===== config.mk =====
export PLATFORM = sky130hd
export DESIGN_NAME = matmul_seq
export DESIGN_NICKNAME = d
export VERILOG_FILES = /design/src/rtl/matmul_seq.sv
export SDC_FILE = /design/constraint.sdc
export NUM_CORES = 1
export LEC_CHECK = 0
export ABC_CLOCK_PERIOD_IN_PS = 2900
export CORE_ASPECT_RATIO = 1.75
export CORE_MARGIN = 4
export CORE_UTILIZATION = 49
export DETAILED_ROUTE_END_ITERATION = 10
export PLACE_DENSITY = 0.8
export SYNTH_ARGS = -nofsm -noshare
export SYNTH_HDL_FRONTEND = slang
export SYNTH_SLANG_ARGS = --single-unit
export TNS_END_PERCENT = 20

===== constraint.sdc =====
create_clock -name i_clk -period 2.9 [get_ports i_clk]
set_input_delay 0.58 -clock i_clk [delete_from_list [all_inputs] [get_ports i_clk]]
set_output_delay 0.58 -clock i_clk [all_outputs]
set_load 0.01 [all_outputs]

===== src/rtl/matmul_seq.sv =====
//==============================================================================
// Module   : matmul_seq
// Purpose  : Frame sequencer for the UART 3x3 matrix multiplier. Loads A and B
//            from rx bytes, triggers the multiplier, streams the result to tx.
// Option   : MATMUL_SEQ_HDR_EN - each frame must be preceded by HDR_BYTE.
// Revision : 1.0 - initial release
//==============================================================================
`default_nettype none

module matmul_seq #(
   parameter logic [7:0] HDR_BYTE = 8'hA5
) (
   input  logic        i_clk,
   input  logic        i_rst,
   input  logic [7:0]  i_rx_data,
   input  logic        i_rx_valid,
   output logic [71:0] o_mat_a,
   output logic [71:0] o_mat_b,
   output logic        o_mm_start,
   input  logic        i_mm_done,
   input  logic [71:0] i_result,
   output logic [7:0]  o_tx_data,
   output logic        o_tx_valid,
   input  logic        i_tx_ready,
   output logic        o_busy,
   output logic        o_overrun
);

   typedef enum logic [2:0] {
      ST_LOAD_A = 3'd0,
      ST_LOAD_B = 3'd1,
      ST_START  = 3'd2,
      ST_WAIT   = 3'd3,
      ST_SEND   = 3'd4
`ifdef MATMUL_SEQ_HDR_EN
      ,
      ST_HUNT   = 3'd5
`endif
   } state_e;

`ifdef MATMUL_SEQ_HDR_EN
   localparam state_e ST_IDLE = ST_HUNT;
`else
   localparam state_e ST_IDLE = ST_LOAD_A;
   logic w_unused_hdr;
   assign w_unused_hdr = ^HDR_BYTE;
`endif

   state_e      state_q;
   logic [3:0]  idx_q;
   logic [3:0]  idx_d;
   logic [71:0] a_q;
   logic [71:0] b_q;
   logic [71:0] res_q;
   logic        start_q;
   logic        tx_valid_q;
   logic [7:0]  tx_data_q;
   logic        busy_q;
   logic        overrun_q;
   logic        w_rx_drop;

   assign idx_d     = idx_q + 4'd1;
   assign w_rx_drop = i_rx_valid &&
                      (state_q == ST_START || state_q == ST_WAIT || state_q == ST_SEND);

   always_ff @(posedge i_clk) begin
      if (i_rst) begin
         state_q    <= ST_IDLE;
         idx_q      <= 4'd0;
         a_q        <= 72'd0;
         b_q        <= 72'd0;
         res_q      <= 72'd0;
         start_q    <= 1'b0;
         tx_valid_q <= 1'b0;
         tx_data_q  <= 8'd0;
         busy_q     <= 1'b0;
         overrun_q  <= 1'b0;
      end else begin
         start_q <= 1'b0;
         if (w_rx_drop) begin
            overrun_q <= 1'b1;
         end
         case (state_q)
`ifdef MATMUL_SEQ_HDR_EN
            ST_HUNT: begin
               if (i_rx_valid && i_rx_data == HDR_BYTE) begin
                  state_q <= ST_LOAD_A;
                  idx_q   <= 4'd0;
               end
            end
`endif
            ST_LOAD_A: begin
               if (i_rx_valid) begin
                  a_q[{idx_q, 3'b000} +: 8] <= i_rx_data;
                  if (idx_q == 4'd8) begin
                     idx_q   <= 4'd0;
                     state_q <= ST_LOAD_B;
                     busy_q  <= 1'b1;
                  end else begin
                     idx_q <= idx_d;
                  end
               end
            end
            ST_LOAD_B: begin
               if (i_rx_valid) begin
                  b_q[{idx_q, 3'b000} +: 8] <= i_rx_data;
                  if (idx_q == 4'd8) begin
                     idx_q   <= 4'd0;
                     state_q <= ST_START;
                     start_q <= 1'b1;
                  end else begin
                     idx_q <= idx_d;
                  end
               end
            end
            ST_START: begin
               state_q <= ST_WAIT;
            end
            ST_WAIT: begin
               if (i_mm_done) begin
                  res_q      <= i_result;
                  idx_q      <= 4'd0;
                  tx_valid_q <= 1'b1;
                  tx_data_q  <= i_result[7:0];
                  state_q    <= ST_SEND;
               end
            end
            ST_SEND: begin
               // tx_data_q only moves on a handshake, so it is stable under backpressure
               if (i_tx_ready) begin
                  if (idx_q == 4'd8) begin
                     tx_valid_q <= 1'b0;
                     idx_q      <= 4'd0;
                     busy_q     <= 1'b0;
                     state_q    <= ST_IDLE;
                  end else begin
                     idx_q     <= idx_d;
                     tx_data_q <= res_q[{idx_d, 3'b000} +: 8];
                  end
               end
            end
            default: begin
               state_q    <= ST_IDLE;
               idx_q      <= 4'd0;
               tx_valid_q <= 1'b0;
               busy_q     <= 1'b0;
            end
         endcase
      end
   end

   assign o_mat_a    = a_q;
   assign o_mat_b    = b_q;
   assign o_mm_start = start_q;
   assign o_tx_data  = tx_data_q;
   assign o_tx_valid = tx_valid_q;
   assign o_busy     = busy_q;
   assign o_overrun  = overrun_q;

endmodule

`default_nettype wire


==> results.json <==
{
  "fill_cells": 1526,
  "ys_ff_latch": 235,
  "grt_antenna_before_repair": 0,
  "cts-resized-gates": 0,
  "status": "completed",
  "p_per_area_mw_per_mm2": 515,
  "synth_ff_type": "dfxtp_1",
  "synth-edff-count": 0,
  "max-vdd-ir-drop_mv": 0.447,
  "insertion_delay_ps": 500,
  "yosysSeqAreaShare_pct": 48.6,
  "overflow": 0,
  "maxSlewHeadroom_pct": 53.0,
  "hold_class": "reg -> reg",
  "cts_root_buffer": "clkbuf_16",
  "clkTransAtPathRegs_ps": 70,
  "htreeDepth": 1,
  "cp_max_fo": 11,
  "synth_cells": 1018,
  "track_usage_pct": 23.9,
  "via_count": 8028,
  "ios": 241,
  "setup-tns-final_ps": 0,
  "vias_per_cell": 5.41,
  "final_nets": 1316,
  "syn_nets": 1106,
  "layout_common_cells": "clkdlybuf4s50_1 (239), dfxtp_1 (235), nand2_1 (173)",
  "maxCapViolCount": 0,
  "max_freq_mhz": 389,
  "clock-sinks": 235,
  "ys_warn_count": 0,
  "core-area_mm2": 0.0193,
  "syn_area_per_cell_um2": 9.50,
  "drv_slew": 0,
  "synth_area_leaders": "dfxtp_1 (49%), mux2i_1 (13%), nand2_1 (6.7%)",
  "cts_tree": "yes",
  "cp-end-kind": "flip-flop",
  "finalCritPeriodShare_pct": 88.8,
  "multi_input_area_mm2": 0.00456,
  "critPathKind": "reg -> reg",
  "globalplace.congestion": 0.819,
  "p_leak_uw": 0.00527,
  "dieArea_mm2": 0.0221,
  "cts-buffers-inserted": 21,
  "netlist_area_mm2": 0.00967,
  "yosysTopAreaCell": "dfxtp_1",
  "grt_pass1_wl_um": 42600,
  "final_common_cell": "clkdlybuf4s50_1",
  "rows": 67,
  "cts_buffer_depth": 3,
  "critical_path_arrival_ps": 2960,
  "syn_to_final_growth_pct": 34.0,
  "hold_buffers": 0,
  "avgRoutedWirePerCell_um": 18.5,
  "drive_gt1_share_pct": 8.53,
  "tightest_slew_ps": 704,
  "die_x_um": 114,
  "yosysTopAreaCellShare_pct": 48.6,
  "antenna_left": 0,
  "dp_hpwl_um": 19700,
  "grt_max_degree": 91,
  "die_h_um": 194,
  "hold_slack_ps": 455,
  "critPathLaunchType": "flip-flop",
  "start_util_pct": 50.2,
  "synth_cell_type_count": 51,
  "num_antenna_cells": 0,
  "synthArstFlopShare_pct": 0,
  "critical_path_required_ps": 3280,
  "post_cts_buffers": 0,
  "port_buffers": 240,
  "routed_wl_um": 27400,
  "setup_viol": 0,
  "seq_area_mm2": 0.00470,
  "firstDrtPassIters": 5,
  "hold_viol_final": 0,
  "drt-initial-drc-count": 363,
  "skew_ps": 13.4,
  "drc": 0,
  "grt_pass1_vias": 8063,
  "min_period_ps": 2570,
  "rsz0062_at_grt": "false"
}
## kinds of logic (layout without fill, tap and decap cells)
kind of cell               count (synthesis)  after routing  share of synthesized area [%]
and+or+nand+nor                          405            405                           19.6
buffers and inverters                     81            305                           4.53
AOI/OAI and AO/OA                        149            149                           9.73
adders and majority gates                  3              3                          0.388
DFF                                      235            235                           48.6
xor gates and xnor gates                   1              1                         0.0906
muxes                                    144            144                           17.0
## layer usage
metal	part of all wire (%)	global-route usage, %
met3	4.6	3.28
met2	53	44.3
met5	0	0
met1	37	25.9
met4	5.5	12.2
## synth_stat cells (all sizes together) (3+ instances only)
library cell,instances
dfxtp,235
nand2,173
mux2i,128
nor2,111
a21oi,107
nand2b,49
clkbuf,41
buf,36
nand3,26
and3,22
mux4,16
a21o,8
a221o,8
a32o,8
o21ai,5
inv,4
nor2b,4
o211ai,4
ha,3
nand3b,3
or3b,3
## critical path, stage by stage, from the launching register on
cell and delay, ps:
dfxtp_1 410, inv_1 130, ha_1 360, or3b_4 460, o22ai_4 260, and3_1 540, mux2i_1 260, nor2_1 50
## report_power, final
group | internal (uW) | switching [uW]
Combinational | 214 | 237
Clock | 1770 | 1200
Sequential | 3240 | 10.5
Total | 5220 | 1450
## stage by stage
stage | power, uW | worst slack, ps | std cells | util [%] | instance area [um^2]
finish | 6670 | 326 | 1483 | 67.2 | 13000
global placement | 3770 | 432 | 1446 | 63.3 | 12200
floorplan | 3560 | 532 | 1018 | - | 9670
detailed placement | 3770 | 354 | 1446 | 63.3 | 12200
CTS | 6720 | 319 | 1483 | 67.2 | 13000
global route | 6880 | 174 | 1483 | 67.2 | 13000
## worst paths after layout
path | start | endpoint | slack, ps | depth (start not counted)
setup / recovery | idx_q[1]$_SDFFE_PP0P_ | o_mat_b[52]$_SDFFE_PP0P_ | 330 | 7
hold / removal | o_mat_a[7]$_SDFFE_PP0P_ | o_mat_a[7]$_SDFFE_PP0P_ | 450 | 2
setup reg to reg | idx_q[1]$_SDFFE_PP0P_ | o_mat_b[52]$_SDFFE_PP0P_ | 330 | 7
hold reg to reg | o_mat_a[7]$_SDFFE_PP0P_ | o_mat_a[7]$_SDFFE_PP0P_ | 450 | 2
## sequential cells by signal, indices dropped and copies added, names as in the netlist
name,count
o_busy,1
o_mat_b,72
state_q,3
idx_q,4
res_q,72
o_tx_data,8
o_overrun,1
o_mat_a,72
o_tx_valid,1
o_mm_start,1
## layout make-up
cell class	instances	area share (%)
Tap cell	241	2.33
Multi-Input combinational cell	702	35.2
Clock buffer	29	4.83
Sequential cell	235	36.3
Timing Repair Buffer	264	20.3
Inverter	4	0.116
Clock inverter	8	0.908
No activity file was read; power rests on OpenSTA's default activity.
